$ cat src/rtl/flash_loader_pkg.sv
// -----------------------------------------------------------------------------
// flash_loader_pkg
// Shared types and constants for the serial boot loader.
//   - frame_state_e : frame FSM state encoding
//   - rx_state_e    : UART receiver FSM state encoding
//   - SYNC_BYTE_DEFAULT, LEN_ZERO_COUNT : frame constants
//   - csum_add, frame_len : small arithmetic helpers
// Optional feature macro used by the design: FLASH_LOADER_CHECKSUM_EN
// -----------------------------------------------------------------------------
package flash_loader_pkg;

    typedef enum logic [2:0] {
        FS_WAIT_SYNC = 3'd0,
        FS_LEN       = 3'd1,
        FS_DATA      = 3'd2,
        FS_CSUM      = 3'd3,
        FS_FINISH    = 3'd4,
        FS_ERROR     = 3'd5
    } frame_state_e;

    typedef enum logic [1:0] {
        RX_IDLE  = 2'd0,
        RX_START = 2'd1,
        RX_BITS  = 2'd2,
        RX_STOP  = 2'd3
    } rx_state_e;

    localparam logic [7:0] SYNC_BYTE_DEFAULT = 8'hA5;

    // A length byte of zero encodes a full 256-byte image.
    localparam logic [8:0] LEN_ZERO_COUNT = 9'd256;

    // Running modulo-256 sum of the data bytes.
    function automatic logic [7:0] csum_add(input logic [7:0] sum, input logic [7:0] data);
        return sum + data;
    endfunction

    // Translate the length byte into the 9-bit remaining-byte count.
    function automatic logic [8:0] frame_len(input logic [7:0] len_byte);
        return (len_byte == 8'h00) ? LEN_ZERO_COUNT : {1'b0, len_byte};
    endfunction

endpackage

$ cat src/rtl/flash_loader_if.sv
// -----------------------------------------------------------------------------
// flash_loader_if
// Output bundle of the boot loader towards topLevel.
//   flashEn          : one-cycle instruction write strobe
//   flashInstruction : instruction byte, valid while flashEn=1
//   cpuReset         : active-high processor reset
//   loading          : frame in progress
//   loadDone         : sticky, last frame completed OK
//   loadError        : sticky, last frame failed
// modport master : driven by flash_loader
// modport slave  : observed by topLevel / a bench
// -----------------------------------------------------------------------------
interface flash_loader_if;
    logic       flashEn;
    logic [7:0] flashInstruction;
    logic       cpuReset;
    logic       loading;
    logic       loadDone;
    logic       loadError;

    modport master (
        output flashEn, flashInstruction, cpuReset, loading, loadDone, loadError
    );

    modport slave (
        input flashEn, flashInstruction, cpuReset, loading, loadDone, loadError
    );
endinterface

$ cat src/rtl/flash_loader_uart_rx.sv
// -----------------------------------------------------------------------------
// uart_rx
// 8N1 UART receiver: 2-flop synchronizer, bit timer and RX FSM
// (IDLE -> START -> BITS -> STOP), LSB first, mid-bit sampling.
// Ports:
//   clk     : clock
//   reset   : asynchronous active-low reset
//   rx      : serial line, idle high, asynchronous to clk
//   rxByte  : last correctly framed byte
//   rxValid : one-cycle pulse, rxByte updated
//   rxErr   : one-cycle pulse, stop bit sampled low
// Parameter CLKS_PER_BIT (>= 4).
// -----------------------------------------------------------------------------
module uart_rx
    import flash_loader_pkg::*;
#(
    parameter int CLKS_PER_BIT = 868
) (
    input  logic       clk,
    input  logic       reset,
    input  logic       rx,
    output logic [7:0] rxByte,
    output logic       rxValid,
    output logic       rxErr
);

    localparam int CW = $clog2(CLKS_PER_BIT);
    localparam logic [CW-1:0] BIT_LAST  = CW'(CLKS_PER_BIT - 1);
    localparam logic [CW-1:0] HALF_LAST = CW'(CLKS_PER_BIT / 2 - 1);

    localparam logic [1:0] R_IDLE  = RX_IDLE;
    localparam logic [1:0] R_START = RX_START;
    localparam logic [1:0] R_BITS  = RX_BITS;
    localparam logic [1:0] R_STOP  = RX_STOP;

    logic          rx_meta_r;
    logic          rx_sync_r;
    logic          rx_prev_r;
    logic [1:0]    state_r;
    logic [CW-1:0] cnt_r;
    logic [2:0]    bit_idx_r;
    logic [7:0]    shift_r;
    logic [7:0]    byte_r;
    logic          valid_r;
    logic          err_r;

    // Line synchronizer plus one delayed copy for falling-edge detection.
    always_ff @(posedge clk or negedge reset) begin
        if (!reset) begin
            rx_meta_r <= 1'b1;
            rx_sync_r <= 1'b1;
            rx_prev_r <= 1'b1;
        end else begin
            rx_meta_r <= rx;
            rx_sync_r <= rx_meta_r;
            rx_prev_r <= rx_sync_r;
        end
    end

    // Receive FSM with bit timer; a start needs a true high-to-low edge so a
    // line held low after a framing error does not retrigger reception.
    always_ff @(posedge clk or negedge reset) begin
        if (!reset) begin
            state_r   <= R_IDLE;
            cnt_r     <= {CW{1'b0}};
            bit_idx_r <= 3'd0;
            shift_r   <= 8'h00;
            byte_r    <= 8'h00;
            valid_r   <= 1'b0;
            err_r     <= 1'b0;
        end else begin
            valid_r <= 1'b0;
            err_r   <= 1'b0;
            case (state_r)
                R_IDLE: begin
                    cnt_r     <= {CW{1'b0}};
                    bit_idx_r <= 3'd0;
                    if (rx_prev_r && !rx_sync_r) begin
                        state_r <= R_START;
                    end
                end
                R_START: begin
                    if (cnt_r == HALF_LAST) begin
                        cnt_r   <= {CW{1'b0}};
                        // Line back high at mid start bit: treat as a glitch.
                        state_r <= rx_sync_r ? R_IDLE : R_BITS;
                    end else begin
                        cnt_r <= cnt_r + CW'(1);
                    end
                end
                R_BITS: begin
                    if (cnt_r == BIT_LAST) begin
                        cnt_r   <= {CW{1'b0}};
                        shift_r <= {rx_sync_r, shift_r[7:1]};
                        if (bit_idx_r == 3'd7) begin
                            state_r <= R_STOP;
                        end else begin
                            bit_idx_r <= bit_idx_r + 3'd1;
                        end
                    end else begin
                        cnt_r <= cnt_r + CW'(1);
                    end
                end
                R_STOP: begin
                    if (cnt_r == BIT_LAST) begin
                        cnt_r   <= {CW{1'b0}};
                        state_r <= R_IDLE;
                        if (rx_sync_r) begin
                            byte_r  <= shift_r;
                            valid_r <= 1'b1;
                        end else begin
                            err_r <= 1'b1;
                        end
                    end else begin
                        cnt_r <= cnt_r + CW'(1);
                    end
                end
                default: begin
                    state_r <= R_IDLE;
                    cnt_r   <= {CW{1'b0}};
                end
            endcase
        end
    end

    assign rxByte  = byte_r;
    assign rxValid = valid_r;
    assign rxErr   = err_r;

endmodule

$ cat src/rtl/flash_loader.sv
// -----------------------------------------------------------------------------
// flash_loader
// Serial boot loader in front of topLevel. Receives a frame
//   SYNC_BYTE, N (0 means 256), N data bytes [, checksum]
// over UART, writes each data byte through flashEn/flashInstruction and
// pulses cpuReset at sync acceptance and at successful frame end.
// Ports:
//   clk   : clock
//   reset : asynchronous active-low reset
//   rx    : UART receive line (idle high)
//   bus   : flash_loader_if.master (flashEn, flashInstruction, cpuReset,
//           loading, loadDone, loadError)
// Parameters: CLKS_PER_BIT, SYNC_BYTE, TIMEOUT_BITS.
// Macro FLASH_LOADER_CHECKSUM_EN: when defined a trailing modulo-256 checksum
// byte is expected and verified; otherwise the frame ends after byte N.
// -----------------------------------------------------------------------------
module flash_loader
    import flash_loader_pkg::*;
#(
    parameter int         CLKS_PER_BIT = 868,
    parameter logic [7:0] SYNC_BYTE    = SYNC_BYTE_DEFAULT,
    parameter int         TIMEOUT_BITS = 20
) (
    input  logic          clk,
    input  logic          reset,
    input  logic          rx,
    flash_loader_if.master bus
);

    localparam logic [2:0] S_WAIT_SYNC = FS_WAIT_SYNC;
    localparam logic [2:0] S_LEN       = FS_LEN;
    localparam logic [2:0] S_DATA      = FS_DATA;
    localparam logic [2:0] S_FINISH    = FS_FINISH;
    localparam logic [2:0] S_ERROR     = FS_ERROR;
`ifdef FLASH_LOADER_CHECKSUM_EN
    localparam logic [2:0] S_CSUM      = FS_CSUM;
`endif

    logic [7:0] rx_byte_s;
    logic       rx_valid_s;
    logic       rx_err_s;
    logic       timeout_hit_s;

    logic [2:0]              state_r;
    logic [8:0]              remaining_r;
    logic [TIMEOUT_BITS-1:0] tmo_r;
    logic                    flash_en_r;
    logic [7:0]              flash_instr_r;
    logic                    cpu_reset_r;
    logic                    loading_r;
    logic                    load_done_r;
    logic                    load_error_r;
`ifdef FLASH_LOADER_CHECKSUM_EN
    logic [7:0]              csum_r;
`endif

    uart_rx #(
        .CLKS_PER_BIT(CLKS_PER_BIT)
    ) u_uart_rx (
        .clk     (clk),
        .reset   (reset),
        .rx      (rx),
        .rxByte  (rx_byte_s),
        .rxValid (rx_valid_s),
        .rxErr   (rx_err_s)
    );

    assign timeout_hit_s = loading_r && (tmo_r == {TIMEOUT_BITS{1'b1}});

    // Inter-byte idle counter: cleared by each received byte, saturates.
    always_ff @(posedge clk or negedge reset) begin
        if (!reset) begin
            tmo_r <= {TIMEOUT_BITS{1'b0}};
        end else if (!loading_r || rx_valid_s) begin
            tmo_r <= {TIMEOUT_BITS{1'b0}};
        end else if (tmo_r != {TIMEOUT_BITS{1'b1}}) begin
            tmo_r <= tmo_r + TIMEOUT_BITS'(1);
        end else begin
            tmo_r <= tmo_r;
        end
    end

    // Frame FSM and registered outputs. A received byte takes priority over
    // a framing error or timeout seen on the same cycle.
    always_ff @(posedge clk or negedge reset) begin
        if (!reset) begin
            state_r       <= S_WAIT_SYNC;
            remaining_r   <= 9'd0;
            flash_en_r    <= 1'b0;
            flash_instr_r <= 8'h00;
            cpu_reset_r   <= 1'b1;
            loading_r     <= 1'b0;
            load_done_r   <= 1'b0;
            load_error_r  <= 1'b0;
`ifdef FLASH_LOADER_CHECKSUM_EN
            csum_r        <= 8'h00;
`endif
        end else begin
            flash_en_r  <= 1'b0;
            cpu_reset_r <= 1'b0;
            case (state_r)
                S_WAIT_SYNC: begin
                    if (rx_valid_s && (rx_byte_s == SYNC_BYTE)) begin
                        cpu_reset_r  <= 1'b1;
                        loading_r    <= 1'b1;
                        load_done_r  <= 1'b0;
                        load_error_r <= 1'b0;
                        state_r      <= S_LEN;
                    end
                end
                S_LEN: begin
                    if (rx_valid_s) begin
                        remaining_r <= frame_len(rx_byte_s);
`ifdef FLASH_LOADER_CHECKSUM_EN
                        csum_r      <= 8'h00;
`endif
                        state_r     <= S_DATA;
                    end else if (rx_err_s || timeout_hit_s) begin
                        load_error_r <= 1'b1;
                        loading_r    <= 1'b0;
                        state_r      <= S_ERROR;
                    end
                end
                S_DATA: begin
                    if (rx_valid_s) begin
                        flash_en_r    <= 1'b1;
                        flash_instr_r <= rx_byte_s;
                        remaining_r   <= remaining_r - 9'd1;
`ifdef FLASH_LOADER_CHECKSUM_EN
                        csum_r        <= csum_add(csum_r, rx_byte_s);
                        if (remaining_r == 9'd1) begin
                            state_r <= S_CSUM;
                        end
`else
                        if (remaining_r == 9'd1) begin
                            cpu_reset_r <= 1'b1;
                            load_done_r <= 1'b1;
                            loading_r   <= 1'b0;
                            state_r     <= S_FINISH;
                        end
`endif
                    end else if (rx_err_s || timeout_hit_s) begin
                        load_error_r <= 1'b1;
                        loading_r    <= 1'b0;
                        state_r      <= S_ERROR;
                    end
                end
`ifdef FLASH_LOADER_CHECKSUM_EN
                S_CSUM: begin
                    if (rx_valid_s) begin
                        loading_r <= 1'b0;
                        if (rx_byte_s == csum_r) begin
                            cpu_reset_r <= 1'b1;
                            load_done_r <= 1'b1;
                            state_r     <= S_FINISH;
                        end else begin
                            load_error_r <= 1'b1;
                            state_r      <= S_ERROR;
                        end
                    end else if (rx_err_s || timeout_hit_s) begin
                        load_error_r <= 1'b1;
                        loading_r    <= 1'b0;
                        state_r      <= S_ERROR;
                    end
                end
`endif
                // Outputs were set on entry; these states only return home.
                S_FINISH: begin
                    state_r <= S_WAIT_SYNC;
                end
                S_ERROR: begin
                    state_r <= S_WAIT_SYNC;
                end
                default: begin
                    loading_r <= 1'b0;
                    state_r   <= S_WAIT_SYNC;
                end
            endcase
        end
    end

    assign bus.flashEn          = flash_en_r;
    assign bus.flashInstruction = flash_instr_r;
    assign bus.cpuReset         = cpu_reset_r;
    assign bus.loading          = loading_r;
    assign bus.loadDone         = load_done_r;
    assign bus.loadError        = load_error_r;

endmodule

$ cat src/flat_wrapper.sv
// flat-port wrapper written by rule: the top's interface ports become plain ports
module flash_loader_flat import flash_loader_pkg::*;
#(
    parameter int         CLKS_PER_BIT = 868,
    parameter logic [7:0] SYNC_BYTE    = SYNC_BYTE_DEFAULT,
    parameter int         TIMEOUT_BITS = 20
)
  (clk, reset, rx, bus_flashEn, bus_flashInstruction, bus_cpuReset, bus_loading, bus_loadDone, bus_loadError);
  flash_loader_if bus_i ();
  input  logic clk;
  input  logic reset;
  input  logic rx;
  output wire logic [$bits(bus_i.flashEn)-1:0] bus_flashEn;
  output wire logic [$bits(bus_i.flashInstruction)-1:0] bus_flashInstruction;
  output wire logic [$bits(bus_i.cpuReset)-1:0] bus_cpuReset;
  output wire logic [$bits(bus_i.loading)-1:0] bus_loading;
  output wire logic [$bits(bus_i.loadDone)-1:0] bus_loadDone;
  output wire logic [$bits(bus_i.loadError)-1:0] bus_loadError;
  assign bus_flashEn = bus_i.flashEn;
  assign bus_flashInstruction = bus_i.flashInstruction;
  assign bus_cpuReset = bus_i.cpuReset;
  assign bus_loading = bus_i.loading;
  assign bus_loadDone = bus_i.loadDone;
  assign bus_loadError = bus_i.loadError;
  flash_loader #(.CLKS_PER_BIT(CLKS_PER_BIT), .SYNC_BYTE(SYNC_BYTE), .TIMEOUT_BITS(TIMEOUT_BITS)) u_core (.clk(clk), .reset(reset), .rx(rx), .bus(bus_i));
endmodule
$ cat config.mk
export PLATFORM = sky130hd
export DESIGN_NAME = flash_loader_flat
export DESIGN_NICKNAME = d
export VERILOG_FILES = /design/src/rtl/flash_loader_pkg.sv /design/src/rtl/flash_loader_if.sv /design/src/rtl/flash_loader_uart_rx.sv /design/src/rtl/flash_loader.sv /design/src/flat_wrapper.sv
export SDC_FILE = /design/constraint.sdc
export NUM_CORES = 1
export LEC_CHECK = 0
export BUFFER_PORTS_ARGS = -buffer_cell sky130_fd_sc_hd__buf_2
export CAP_MARGIN = 20
export CORE_ASPECT_RATIO = 1.5
export CORE_MARGIN = 3
export CORE_UTILIZATION = 50
export DETAILED_ROUTE_END_ITERATION = 7
export PLACE_DENSITY = 0.67
export SLEW_MARGIN = 25
export SYNTH_ARGS = -nofsm -noshare
export SYNTH_HDL_FRONTEND = slang
export SYNTH_SLANG_ARGS = --single-unit
$ cat constraint.sdc
create_clock -name clk -period 2.9 [get_ports clk]
set_input_delay 0.145 -clock clk [delete_from_list [all_inputs] [get_ports clk]]
set_output_delay 0.145 -clock clk [all_outputs]
set_load 0.005 [all_outputs]
# Word-level counts from Yosys, hierarchy flattened
# Cells that the tools add are included.
# totals
ff_bits	81
elab_cells	130
# classes
eq_ne	28
addsub	4
mux	50
bitwise	1
n_reduce_logical	28
# op_table
op	n
2-to-1 mux 20 bit	2
one-hot mux 10 bit (3 select lines)	1
2-to-1 mux 9 bit	3
2-to-1 mux 1 bit	21
2-to-1 mux 3 bit	7
adder 20 x 1 -> 20 bit, second input constant	1
== test 20 bit, second input constant	1
2-to-1 mux 10 bit	2
!= test 2 bit, second input constant	10
!= test 20 bit, second input constant	1
one-hot mux 9 bit (2 select lines)	1
2-to-1 mux 2 bit	6
AND reduction 4 bit	3
adder 10 x 1 -> 10 bit, second input constant	1
== test 10 bit, second input constant	1
== test 10 x 9 -> 1 bit, second input constant	1
nonzero test 2 bit	5
== test 3 bit, second input constant	3
== test 9 x 1 -> 1 bit, second input constant	1
one-hot mux 3 bit (3 select lines)	1
AND reduction 3 bit	3
subtractor 9 x 1 -> 9 bit, second input constant	1
== test 8 bit, second input constant	1
zero test 8 bit	1
other kinds (20)	33

# Depth between registers and ports, before layout
# Gate-level depths: netlist (run 1).
# depth
ltp_word	6
depth_mapped	8

# Modules after synthesis
# From an unflattened synthesis (run 1), not the netlist that was laid out.
# unflattened
hier_cells	398
hier_area_um2	4141.5
# by_module_without_submodules
module	cells_each	area_each_um2	seq_area_each_um2	n_inst
flash_loader	274	2588.7	1127.3	1
uart_rx	124	1552.7	904.6	1

# Worst setup path before layout (run 1)
# No wires, ideal clock.
# synth_timing
path_type	register to register
from	register u_core.u_uart_rx.cnt_r[3]
to	register u_core.u_uart_rx.state_r[0]
setup_time_ns	0.125
arrival_time_ns	1.916
slack_ns	0.859
stages_incl_launch_ff	6
synth_period_minus_slack_ns	2.041
path_cell_list	dfrtp_1 -> or3b_1 -> or3_1 -> buf_6 -> a22oi_4 -> mux2_4
# synth_via
elab_chain_cells	3
# synth_rtl
item	line	rtl
start: declaration	flash_loader_uart_rx.sv:40	logic [CW-1:0] cnt_r;
start signal: assignment	flash_loader_uart_rx.sv:65	cnt_r <= {CW{1'b0}};
start signal: assignment	flash_loader_uart_rx.sv:76	cnt_r <= {CW{1'b0}};
start signal: assignment	flash_loader_uart_rx.sv:84	cnt_r <= {CW{1'b0}};
== test 10 bit / == test 10 x 9 -> 1 bit (equally long branches)	flash_loader_uart_rx.sv:92, flash_loader_uart_rx.sv:105, flash_loader_uart_rx.sv:83	
!= test 2 bit (no source line)	--	
AND reduction 5 bit (no source line) *	--	
end signal: assignment	flash_loader_uart_rx.sv:86	state_r <= rx_sync_r ? R_IDLE : R_BITS;
end: declaration	flash_loader_uart_rx.sv:39	logic [1:0] state_r;
# Every way passes the cells marked *; elsewhere a longest branch is shown, timed or not.
# A chain may end at the register's enable or synchronous reset.

# Worst setup path after layout (run 1)
# layout_timing
from	register u_core.state_r[2]
to	register u_core.flash_instr_r[6], in the netlist u_core.bus.flashInstruction[6]
# layout_via
elab_chain_cells	2
# layout_rtl
item	line	rtl
start: declaration	flash_loader.sv:44	logic [2:0] state_r;
start signal: assignment	flash_loader.sv:87	state_r <= S_WAIT_SYNC;
start signal: assignment	flash_loader.sv:108	state_r <= S_LEN;
start signal: assignment	flash_loader.sv:117	state_r <= S_DATA;
== test 3 x 2 -> 1 bit	flash_loader.sv:101	case (state_r)
AND reduction 2 bit (no source line)	--	
end signal: assignment	flash_loader.sv:127	flash_instr_r <= rx_byte_s;
end: declaration	flash_loader.sv:48	logic [7:0] flash_instr_r;
# Every way passes these cells.

==> metrics list, run 1 <==
- Counting flops with a built-in enable in the synthesized netlist gives 0.
- The routed design uses 237 µm of met3 wire.
* RSZ-0062 raised after global routing: no
- A synthesized cell averages 10.51 µm².
* Vias per Instance: 5.951
- Most frequent cells in the layout: 77 x sky130_fd_sc_hd__dfrtp_1, 31 x sky130_fd_sc_hd__nor2_1, 27 x sky130_fd_sc_hd__nand2_1
- Of the total synthesized cell area, the portion taken by XOR and XNOR cells is 0.01705.
- Of the total power, the clock network draws 0.482.
- The number of nets handed over by synthesis was 401.
- The tree built by TritonCTS fans out to 81 sinks.
- Sum of overflow across all layers after global routing: 0
* I/O Pins: 16
* Number of instances in the synthesized netlist: 391
* Type of the worst setup path: flip-flop to flip-flop
- The fraction of the mapped netlist area in compound gates came to 0.1324.
* Site row count: 39
- Top post-synthesis cells by area: sky130_fd_sc_hd__dfrtp_1 47%, sky130_fd_sc_hd__mux2_2 4.4%, sky130_fd_sc_hd__mux2_4 3.3%, sky130_fd_sc_hd__a21oi_1 3.0%, sky130_fd_sc_hd__nor2_1 2.8%
* Number of DRC markers after the initial detailed-route iteration: 208
- After detailed routing, the average wire length per cell comes to 15.73 µm.
- After floorplanning, the core was sized to cover 7807 µm².
* Minimum clock period after layout: 2243 ps
* Total wirelength of the detailed-routed design: 8.087 mm
* Largest fanout on the critical path: 10
- Crit path required time: 3130 ps
- The routed layout has 3059 vias.
- Signal routing reaches up to met4.
- The number of antenna violations at the first check in global routing came to 0.
- Summed over all instances, the cell type with the most area after synthesis is sky130_fd_sc_hd__dfrtp_1.
* Routed length on met1: 3.524 mm
* Net Switching: 542.7 µW
- First-pass iteration count of the detailed router: 4
- Number of port buffers: 15
- Post-synthesis async set-or-reset flop share: 1.000
- In this run the cell area of the synthesized design comes to 4110 µm².
- CTS built an H-tree with a depth of 3.
* Post-route DRC violation count: 0
- Max transition margin: 0.3836
- Fin crit share: 0.7736
* F_max: 445.8 MHz
* TritonCTS clock tree: yes
* Status: finished clean
- Of the total synthesized cell area, the portion taken by full adders, half adders and majority gates is 0.02131.
* Synth Flop Type: sky130_fd_sc_hd__dfrtp_1
* Source-to-sink clock delay at the later pin of the worst-skew pair: 340 ps
* Net count, final: 417
* Number of antenna diodes: 0
- After layout, the design draws a total of 2299 µW.
- Worst-case clock buffer depth: 2
* Cts bufs inserted: 9
* Gate power share: 0.019
- On the final layout, the worst clock skew is 8.620 ps.
* Number of distinct library cells after synthesis: 61
- The initial utilization of the core area, before any placement, comes to 0.5264.
* Dominant combinational cell family by area after synthesis: simple AND/OR/NAND/NOR gates
- The count of pins over their slew limit is 0.
* Class of the worst hold path: flip-flop to flip-flop
* Simple-gate area share of the yosys netlist: 0.2073
* Most common cell after layout, fill and taps aside: sky130_fd_sc_hd__dfrtp_1
- Clock transition at the register clock pins on the worst setup and hold paths after CTS: 70 ps
* Detailed-routed wire length on met2: 4.191 mm
- At the end of routability-driven placement, the weighted congestion stood at 0.7574.
* Setup TNS: 0 ps
- Number of global-route vias before repair: 3066
- In the final layout, the share of cells above drive strength 1 is 0.1893.
* Overall Global Routing Usage: 0.1929
* Final Hold Viols: 0
* Non-Filler Cell Area, Final: 4588 µm²
* Width of the die: 80.03 µm
* Die ar.: 9367 µm²
* YS warnings: 0
- The share of synthesized area in the top cell type comes to 0.4688.
* Max-cap violations: 0
* Lkg Pwr: 0.002062 µW
* Transition time at the pin with the least slew margin: 916.1 ps
- Of the total power, registers draw 0.499.
- Arrival time at the worst endpoint: 2470 ps
- Internal power contribution: 1756 µW
- Of the total power, the share spent switching nets is 0.2361.
* Final Setup Violations: 0
- The share of the Yosys chip area taken by registers is 0.4944.
* P per Cell Area: 501.0 nW/µm²
- Post-Place Setup Slack: 667.6 ps
- VDD sags by at most 363.5 µV.
- The first global-routing pass estimated 14.21 mm of wire.
- In this run the remaining antenna-violating nets after routing total 0.
* HPWL Detailed: 5.593 mm
- The number of cells on the worst reg-to-reg path is 5.
- The cell sitting at the root of the clock tree is a sky130_fd_sc_hd__clkbuf_16.
* Category of the worst setup path capture point: flip-flop
- The placed instances occupy a cell area of 4272 µm².
- Along the worst hold path, the cell count comes to 0.
- The worst setup path is launched from a flip-flop.
- In this run, synthesis produced a sequential element count of 81.
- Area added between synthesis and finish: 11.63%
* Least setup slack across all paths after layout: 656.6 ps
* Mux contribution to synthesized area: 0.09863
* Height of the die: 117.0 µm
* Largest net degree at the start of global routing: 82
==> routing by layer <==
metal	global-route usage	vias up
li1	-	1492
met1	0.2337	1519
met2	0.3346	38
met3	0.04747	10
met4	0.06539	0
met5	0	-
==> synthesized netlist by cell type (all sizes together), types with 6 or more instances <==
cell    instances
mux2           25
nor3           11
nand3          10
nor4            7
o31ai           9
or4             9
clkbuf         12
nand4          14
or3             7
dfrtp          77
ha              7
inv            10
nor2           32
o21ai          15
xnor2           6
a21oi          25
nand2b          6
mux2i           9
nand2          27
==> cell type report <==
class	instances	area, µm²
timing repair buffer	22	138.9
tap	102	127.6
clock buffer	9	225.2
multi-input combinational	283	1959
fill	675	3219
clock inverter	7	67.56
inverter	10	37.54
sequential	81	2032
==> power groups by stage <==
stage | registers [µW] | clock network, µW | logic (µW)
4_1_cts | 1150 | 1140 | 45.5
3_5_place_dp | 1170 | 0 | 44.2
5_1_grt | 1150 | 1190 | 52.0
2_1_floorplan | 1160 | 0 | 20.1
6_report | 1150 | 1110 | 44.5
3_3_place_gp | 1170 | 0 | 43.0
==> state kept, by name (all words and copies together), names as in the netlist, 3 cells and up, named ones only <==
| register | count |
|---|---|
| u_core.bus.flashInstruction | 8 |
| u_core.remaining_r | 9 |
| u_core.state_r | 3 |
| u_core.tmo_r | 20 |
| u_core.u_uart_rx.bit_idx_r | 3 |
| u_core.u_uart_rx.cnt_r | 10 |
| u_core.u_uart_rx.rxByte | 8 |
| u_core.u_uart_rx.shift_r | 8 |
==> path summary, 6_finish.rpt <==
path | slack, ps | startpoint | to
worst max register to register | 660 | u_core.state_r[2] | u_core.bus.flashInstruction[6]
worst min-delay path | 360 | u_core.u_uart_rx.rx_meta_r | u_core.u_uart_rx.rx_sync_r
min in group asynchronous | 410 | reset | u_core.remaining_r[0]
max in group asynchronous | 2010 | reset | u_core.tmo_r[1]
worst min register to register | 360 | u_core.u_uart_rx.rx_meta_r | u_core.u_uart_rx.rx_sync_r
worst max-delay path | 660 | u_core.state_r[2] | u_core.bus.flashInstruction[6]
==> what timing repair did <==
item | CTS | global route
buffers inserted | 0 | 0
hold endpoints to repair | 1 | 77
gates resized for setup | 0 | 0
hold buffers | 1 | 1
setup endpoints to repair | 0 | 0
==> worst max-delay path: stages, from the launching register on <==
cell and delay, ps:
sky130_fd_sc_hd__dfrtp_1 480, sky130_fd_sc_hd__nor3_1 550, sky130_fd_sc_hd__nand2_1 260, sky130_fd_sc_hd__inv_1 270, sky130_fd_sc_hd__buf_4 220, sky130_fd_sc_hd__mux2_2 340
==> kinds of logic (layout without fill, tap and decap cells) <==
kind of cell    Yosys count  after routing
compound gates           82             82
xor+xnor                  8              8
fa+ha+maj                 7              7
buf+inv                  27             48
flops                    81             81
mux                      34             34
simple gates            152            152
==> per-stage QoR <==
step | hold WS (ps) | utilization | instances
2_1_floorplan | -150.6 | - | 391
3_3_place_gp | 251.7 | 0.5471 | 496
3_5_place_dp | 251.6 | 0.5471 | 496
4_1_cts | 9.053 | 0.5859 | 513
5_1_grt | 359.8 | 0.5877 | 514
6_report | 355.3 | 0.5877 | 514
Note: power is estimated with default switching activity, not from simulation.
==> inputs of run 2 (changes only) <==
ABC_AREA = 1   (was default)
clock period = 2.2 ns   (was 2.9 ns; I/O delays follow)
==> metrics list, run 2 <==
- Counting flops with a built-in enable in the synthesized netlist gives 0.
* First-pass iteration count of the detailed router: 4
* Post-synthesis net count: 532
- After synthesis the netlist holds a flip-flop and latch count of 81.
- Most common cell in the synthesized netlist: sky130_fd_sc_hd__nand2_1
- The most used flip-flop cell after synthesis is sky130_fd_sc_hd__dfrtp_1.
- For this design the ratio of total power to cell area is 705.7 nW/µm².
- After layout, the worst setup slack is 352.5 ps.
- The count of pins over their slew limit is 0.
- Worst IR Drop VDD: 477.3 µV
* Status: finished clean
* Die ar.: 9353 µm²
- After detailed routing, the number of vias per cell comes to 5.240.
* Share of post-route cells with drive strength above 1: 0.1022
* Final Hold Viols: 0
- The die is 79.97 µm wide.
* Total vias in the final route: 3406
* Largest fanout on the critical path: 17
* Height of the die: 117.0 µm
- Cell taking the most area after synthesis: sky130_fd_sc_hd__dfrtp_1
- Most common cell after layout, fill and taps aside: sky130_fd_sc_hd__nand2_1
- TritonCTS clock tree: yes
- Clk sinks: 81
* Post-CTS setup-driven buffer insertion count: 0
* Number of antenna diodes: 0
- Transition time at the pin with the least slew margin: 524.1 ps
- Utilization after layout: 0.5849
- In this run the standard cell core region covers 7807 µm².
- STA classifies the critical path startpoint as a flip-flop.
- Number of port buffers: 15
- The routed design has 8.277 mm of wire.
- Source of the critical timing path: u_core.state_r[0]
- The net count of the finished layout is 553.
- STA puts the critical path data required time at 2420 ps.
* Detailed-route wire length per cell: 12.73 µm
- The register with the most flip-flops in the final layout is u_core.tmo_r.
- Largest net degree at the start of global routing: 46
- Setup slack on the worst reg-to-reg path comes out at 350 ps.
- The root buffer cell chosen for the clock tree is sky130_fd_sc_hd__clkbuf_16.
* Category of the worst setup path capture point: flip-flop
- R2R Path End: u_core.remaining_r[2]
* Worst-case clock buffer depth: 2
- The first routing iteration left 362 violations.
- Instance count after placement with tap cells included: 632
* Area added between synthesis and finish: 11.28%
- Effective utilization at floorplan: 0.5256
- Post-Layout Cell Count: 650
- Setup repair after global routing left no endpoint under its margin.
- Max transition margin: 0.6495
* Placed Area: 4269 µm²
* Most frequent cells in the layout: 127 x sky130_fd_sc_hd__nand2_1, 77 x sky130_fd_sc_hd__dfrtp_1, 64 x sky130_fd_sc_hd__inv_1
- After detailed routing, the number of remaining DRC violations is 0.
- Top-area cell type share of the netlist area: 0.4695
- Clock transition at the register clock pins on the worst setup and hold paths after CTS: 60 ps
- Setup violations remaining at the end of the flow were counted as 0.
- The largest registers in the layout are u_core.tmo_r x20, u_core.u_uart_rx.cnt_r x10, u_core.remaining_r x9.
- The later pin in the worst-skew pair is clocked with a latency of 340 ps.
* Sequential fraction of the synthesis area: 0.4951
- Per-instance average area after synthesis: 7.862 µm²
- In this run the static leakage power is 0.002163 µW.
- After technology mapping, the gate count stands at 522.
* Number of antenna violations at the first check in global routing: 0
- Max-cap violations: 0
- I/O Pins: 16
- CTS H-Tree Depth: 3
* HPWL Detailed: 6.129 mm
- After layout, the minimum clock period comes to 1848 ps.
- Counting cells, the worst reg-to-reg path comes to 7.
- Data arrives at the worst endpoint at 2070 ps.
- After global routing the overflow that remains totals 0.
- Site row count: 39
- Number of distinct library cells after synthesis: 36
- Type of the worst setup path: flip-flop to flip-flop
- Timing would allow up to 541.3 MHz.
- Post-Place Setup Slack: 341.4 ps
- The sequential cells in the finished layout cover a total of 2032 µm².
- Cts bufs inserted: 9
* Non-Filler Cell Area, Final: 4567 µm²
- Once detail routing completed, the nets flagged for antenna violations numbered 0.
- Yosys attributes the largest share of cell area to sky130_fd_sc_hd__dfrtp_1 47%, sky130_fd_sc_hd__nand2_1 12%, sky130_fd_sc_hd__o21ai_0 6.2%, sky130_fd_sc_hd__nand3_1 6.1%, sky130_fd_sc_hd__inv_1 5.9%.
* Overall Global Routing Usage: 0.1965
- Class of the worst hold path: primary input to asynchronous set/reset pin
- The first global-routing pass estimated 14.50 mm of wire.
- In this run the critical register-to-register path is launched from u_core.state_r[0].
* Fin crit share: 0.8398
- The commonest cells after synthesis are 127 x sky130_fd_sc_hd__nand2_1, 77 x sky130_fd_sc_hd__dfrtp_1, 64 x sky130_fd_sc_hd__inv_1.
- Counting the fill cells in the layout gives 708.
- At the end of routability-driven placement, the weighted congestion stood at 0.8971.
* Number of global-route vias before repair: 3295
- The cell area that synthesis handed to floorplanning was 4104 µm².
- Yosys printed 0 warnings.
- In the synthesized netlist the async set-or-reset flop fraction comes to 1.000.
- Summed over all failing endpoints, the final setup total negative slack is 0 ps.
* Clock skew after layout: 6.200 ps
- The register with the most flip-flops in the layout has 20 of them.
- Summing all multi-input logic gate instances after layout gives 1749 µm².
run 2: worst max-delay path by stage:
stage / end / slack, ps
final: u_core.remaining_r[2] / 350
after detailed placement: u_core.remaining_r[2] / 340
after CTS: u_core.remaining_r[2] / 330
after global placement: u_core.tmo_r[0] / 440
after floorplan: u_core.bus.loadError / 660
after global routing: u_core.tmo_r[0] / 140
run 2: routing by layer:
layer	global-route usage	vias up	routed length [µm]
met5	0	-	0
met4	0.08906	0	216
met3	0.02527	18	181
met1	0.2408	1594	3736
met2	0.3435	54	4142
li1	-	1740	-
run 2: worst max-delay path, cell delays in order, from the launching register on:
cell	delay, ps
sky130_fd_sc_hd__dfrtp_1	410
sky130_fd_sc_hd__nor2_2	160
sky130_fd_sc_hd__nand2_1	330
sky130_fd_sc_hd__nand2_1	220
sky130_fd_sc_hd__nand2_1	100
sky130_fd_sc_hd__inv_2	210
sky130_fd_sc_hd__o21ai_0	120
sky130_fd_sc_hd__a22o_1	190
run 2: kinds of logic after synthesis:
logic type	after synthesis	share of synthesized area
AO/OA/AOI/OAI	78	0.1037
adder cells (fa/ha/maj)	7	0.02134
XOR/XNOR	4	0.008538
buffers and inverters	77	0.07865
flip-flops	81	0.4951
AND/OR/NAND/NOR	275	0.2927
run 2: layout make-up:
type                    count  area share
flip-flops and latches     81      0.4449
multi-input cells         364      0.3830
inverters                  68     0.05589
clock buffers               9     0.04932
well taps                 102     0.02795
repair buffers             19     0.02740
clock inverters             7     0.01151
run 2: through the flow:
| step | power, µW | hold slack [ps] |
|---|---|---|
| 2_1_floorplan | 1757 | -185.6 |
| 3_3_place_gp | 1838 | 106.4 |
| 3_5_place_dp | 1849 | 113.7 |
| 4_1_cts | 3259 | 302.4 |
| 5_1_grt | 3360 | 331.6 |
| 6_report | 3223 | 277.6 |
run 2: report_power, final:
| part | switching [µW] | internal (µW) |
|---|---|---|
| sequential | 47.7 | 1530 |
| combinational | 171 | 68.4 |
| clock | 630 | 776 |
| total | 849 | 2370 |
run 2: repair_timing:
| action | in CTS | in global routing |
|---|---|---|
| hold buffers | 2 | 0 |
| resized for setup | 0 | 0 |
| endpoints found under the hold margin | 36 | 0 |
| endpoints found under the setup margin | 0 | 0 |
==> inputs of run 3 (changes only) <==
ABC_AREA = 0   (was 1)
clock period = 1.9 ns   (was 2.2 ns; I/O delays follow)
==> metrics list, run 3 (same netlist as run 1, synthesis figures left out) <==
- Status: complete, but fails checks
- Violated checks: negative setup slack
* Nature of the critical path startpoint: flip-flop
- P per Cell Area: 706.1 nW/µm²
- Leaving out fill and tap cells, the most frequent cell in the layout is sky130_fd_sc_hd__dfrtp_1.
* Slew Limit Fails: 0
- The floorplan has 39 rows.
- RSZ-0062 raised after global routing: yes
- Largest fanout on the critical path: 8
- The largest registers in the layout are u_core.tmo_r x20, u_core.u_uart_rx.cnt_r x10, u_core.remaining_r x9.
- Die ar.: 9367 µm²
* Sequential cell area in the final layout: 2032 µm²
* Sum of overflow across all layers after global routing: 0
- Hold WS: 173.8 ps
- Width of the die: 80.03 µm
- Category of the worst setup path capture point: flip-flop
- Counting the fill cells in the layout gives 685.
- Least setup slack across all paths after layout: -9.928 ps
- Class of the worst hold path: primary input to asynchronous set/reset pin
- Routability-driven placement finished with a final weighted congestion of 0.8112.
* Internal power contribution: 2674 µW
* Crit path required time: 2120 ps
- Dividing the detail-routed via count by the number of cells gives 5.802.
* Number of antenna violations at the first check in global routing: 0
- Source-to-sink clock delay at the later pin of the worst-skew pair: 340 ps
- I/O Pins: 16
- Sequential fraction of design power: 0.507
- Setup violations remaining at the end of the flow were counted as 6.
- CTS Root Buffer Type: sky130_fd_sc_hd__clkbuf_16
- Instance count after placement with tap cells included: 530
- Number of DRC markers after the initial detailed-route iteration: 223
- First-pass iteration count of the detailed router: 4
- In this run the remaining antenna-violating nets after routing total 0.
- For this run, design rule violations remaining after detail routing come to 0.
- For this block, the routed nets add up to 8.604 mm of wire.
* Post-Place Setup Slack: -150.6 ps
- Type of the worst setup path: flip-flop to flip-flop
* Minimum clock period after layout: 1910 ps
- R2R Path End: u_core.u_uart_rx.shift_r[4]
* Top register by number of flip-flops: u_core.tmo_r
- Core Area: 7807 µm²
- Clock transition at the register clock pins on the worst setup and hold paths after CTS: 60 ps
* Clk sinks: 81
- The register with the most flip-flops in the layout has 20 of them.
- In this run the static leakage power is 0.002257 µW.
- In the global route stage, overall resource usage came out at 0.2039.
- Arrival time at the worst endpoint: 2130 ps
- CTS H-Tree Depth: 3
- Clock skew after layout: 5.785 ps
- From synthesis to final layout, the design area changed by 18.84%.
- Summed over all nets, the half-perimeter wirelength after detailed placement is 6.204 mm.
* Highest cell delay on the worst timing path: 440 ps
* F_max: 523.6 MHz
* Area of combinational cells with multiple inputs: 1989 µm²
* Net Switching: 775.7 µW
- Entering global routing, the biggest net connects 38 pins.
- Placed Area: 4543 µm²
* Height of the die: 117.0 µm
- In this run, CTS created clock tree buffers numbering 9.
* Final Hold Viols: 0
- Net count, final: 453
* Net Sw Frac: 0.2249
- The slowest stage of the critical path is the sky130_fd_sc_hd__or3_4 cell.
- The first global-routing pass estimated 15.15 mm of wire.
- Share of post-route cells with drive strength above 1: 0.2679
- The number of antenna diodes in the final layout is 0.
- The clock passes through at most 2 buffers.
- The finished layout holds 550 standard cells, fillers aside.
* Total vias in the final route: 3191
* Utilization after layout: 0.6256
- Number of global-route vias before repair: 3209
- The signal on the critical path passes through or3b_4 -> or3_4 -> nand2b_4 -> mux2_4.
- Max transition margin: 0.7074
- For this configuration, the core starts out at a cell density of 0.5264.
* Gate power share: 0.024
* Worst IR Drop VDD: 667.4 µV
* Startpoint of the worst register-to-register path: u_core.u_uart_rx.cnt_r[2]
- TritonCTS clock tree: yes
- Number of cells traversed by the worst register-to-register path: 4
- Number of port buffers: 15
* Transition time at the pin with the least slew margin: 437.3 ps
- Most frequent cells in the layout: 77 x sky130_fd_sc_hd__dfrtp_1, 41 x sky130_fd_sc_hd__buf_4, 30 x sky130_fd_sc_hd__nor2_1
- Clock network fraction of total power: 0.469
- Detailed-route wire length per cell: 15.64 µm
* Max-cap violations: 0
* Non-Filler Cell Area, Final: 4885 µm²
* Fin crit share: 1.005
* Worst reg2reg setup slack: -10 ps
run 3: cell count changes in the layout (fill, tap and decap cells not counted), moves of 6 or more:
cell                      previous run  this run
sky130_fd_sc_hd__a21oi_1            12        25
sky130_fd_sc_hd__or4_1               0         8
sky130_fd_sc_hd__o21ai_0            51        15
sky130_fd_sc_hd__nand3_1            50         9
sky130_fd_sc_hd__o31ai_1             3         9
sky130_fd_sc_hd__mux2_4              0         9
sky130_fd_sc_hd__nor2_1             57        30
sky130_fd_sc_hd__inv_1              64        10
sky130_fd_sc_hd__or3_1               0         6
sky130_fd_sc_hd__buf_4               2        41
sky130_fd_sc_hd__mux2i_1             0         9
sky130_fd_sc_hd__mux2_2              0        16
sky130_fd_sc_hd__nand2_1           127        27
run 3: cell type report:
type	count	area share
clock buffer	10	0.04688
tap	102	0.02613
clock inverter	6	0.01050
multi-input combinational	283	0.4073
inverter	10	0.007684
timing repair buffer	58	0.08555
sequential	81	0.4160
run 3: critical path, delay by kind of cell (launching register included):
| family | cells | cell delay, ps |
|---|---|---|
| flops | 1 | 380 |
| mux | 1 | 320 |
| simple gates | 3 | 1090 |
run 3: worst max-delay path by stage:
| stage | from | endpoint | depth (start not counted) |
|---|---|---|---|
| after floorplan | u_core.u_uart_rx.cnt_r[2] | u_core.u_uart_rx.state_r[0] | 5 |
| after global placement | u_core.u_uart_rx.cnt_r[2] | u_core.u_uart_rx.shift_r[1] | 4 |
| after detailed placement | u_core.u_uart_rx.cnt_r[2] | u_core.u_uart_rx.shift_r[4] | 4 |
| after CTS | u_core.u_uart_rx.cnt_r[3] | u_core.u_uart_rx.shift_r[4] | 4 |
| after global routing | u_core.u_uart_rx.cnt_r[2] | u_core.u_uart_rx.shift_r[4] | 4 |
| final | u_core.u_uart_rx.cnt_r[2] | u_core.u_uart_rx.shift_r[4] | 4 |
run 3: per-stage QoR:
| stage | total power [µW] | TNS [ps] |
|---|---|---|
| 2_1_floorplan | 1805 | -747.9 |
| 3_5_place_dp | 1863 | -2197 |
| 4_1_cts | 3489 | -152.6 |
| 3_3_place_gp | 1860 | -1245 |
| 6_report | 3449 | -34.88 |
| 5_1_grt | 3569 | -598.5 |
run 3: what timing repair did:
item / in CTS / in global routing
hold buffers: 2 / 0
pin swaps: 2 / 2
endpoints found under the setup margin: 27 / 23
setup buffers: 1 / 1
resized for setup: 4 / 5
hold endpoints to repair: 54 / 0
run 3: per-layer routing:
layer,vias to the layer above,wire (µm),track usage
met5,-,0,0
met4,0,123,0.07779
met3,11,223,0.03216
met2,48,4473,0.3534
met1,1578,3784,0.2551
li1,1554,-,-
run 3: power by group through the flow:
stage / registers (µW) / logic [µW] / clock network (µW)
floorplan: 1770 / 30.8 / 0
global placement: 1780 / 81.4 / 0
detailed placement: 1780 / 83.2 / 0
CTS: 1750 / 86.6 / 1650
global route: 1750 / 96.6 / 1720
finish: 1750 / 83.4 / 1620
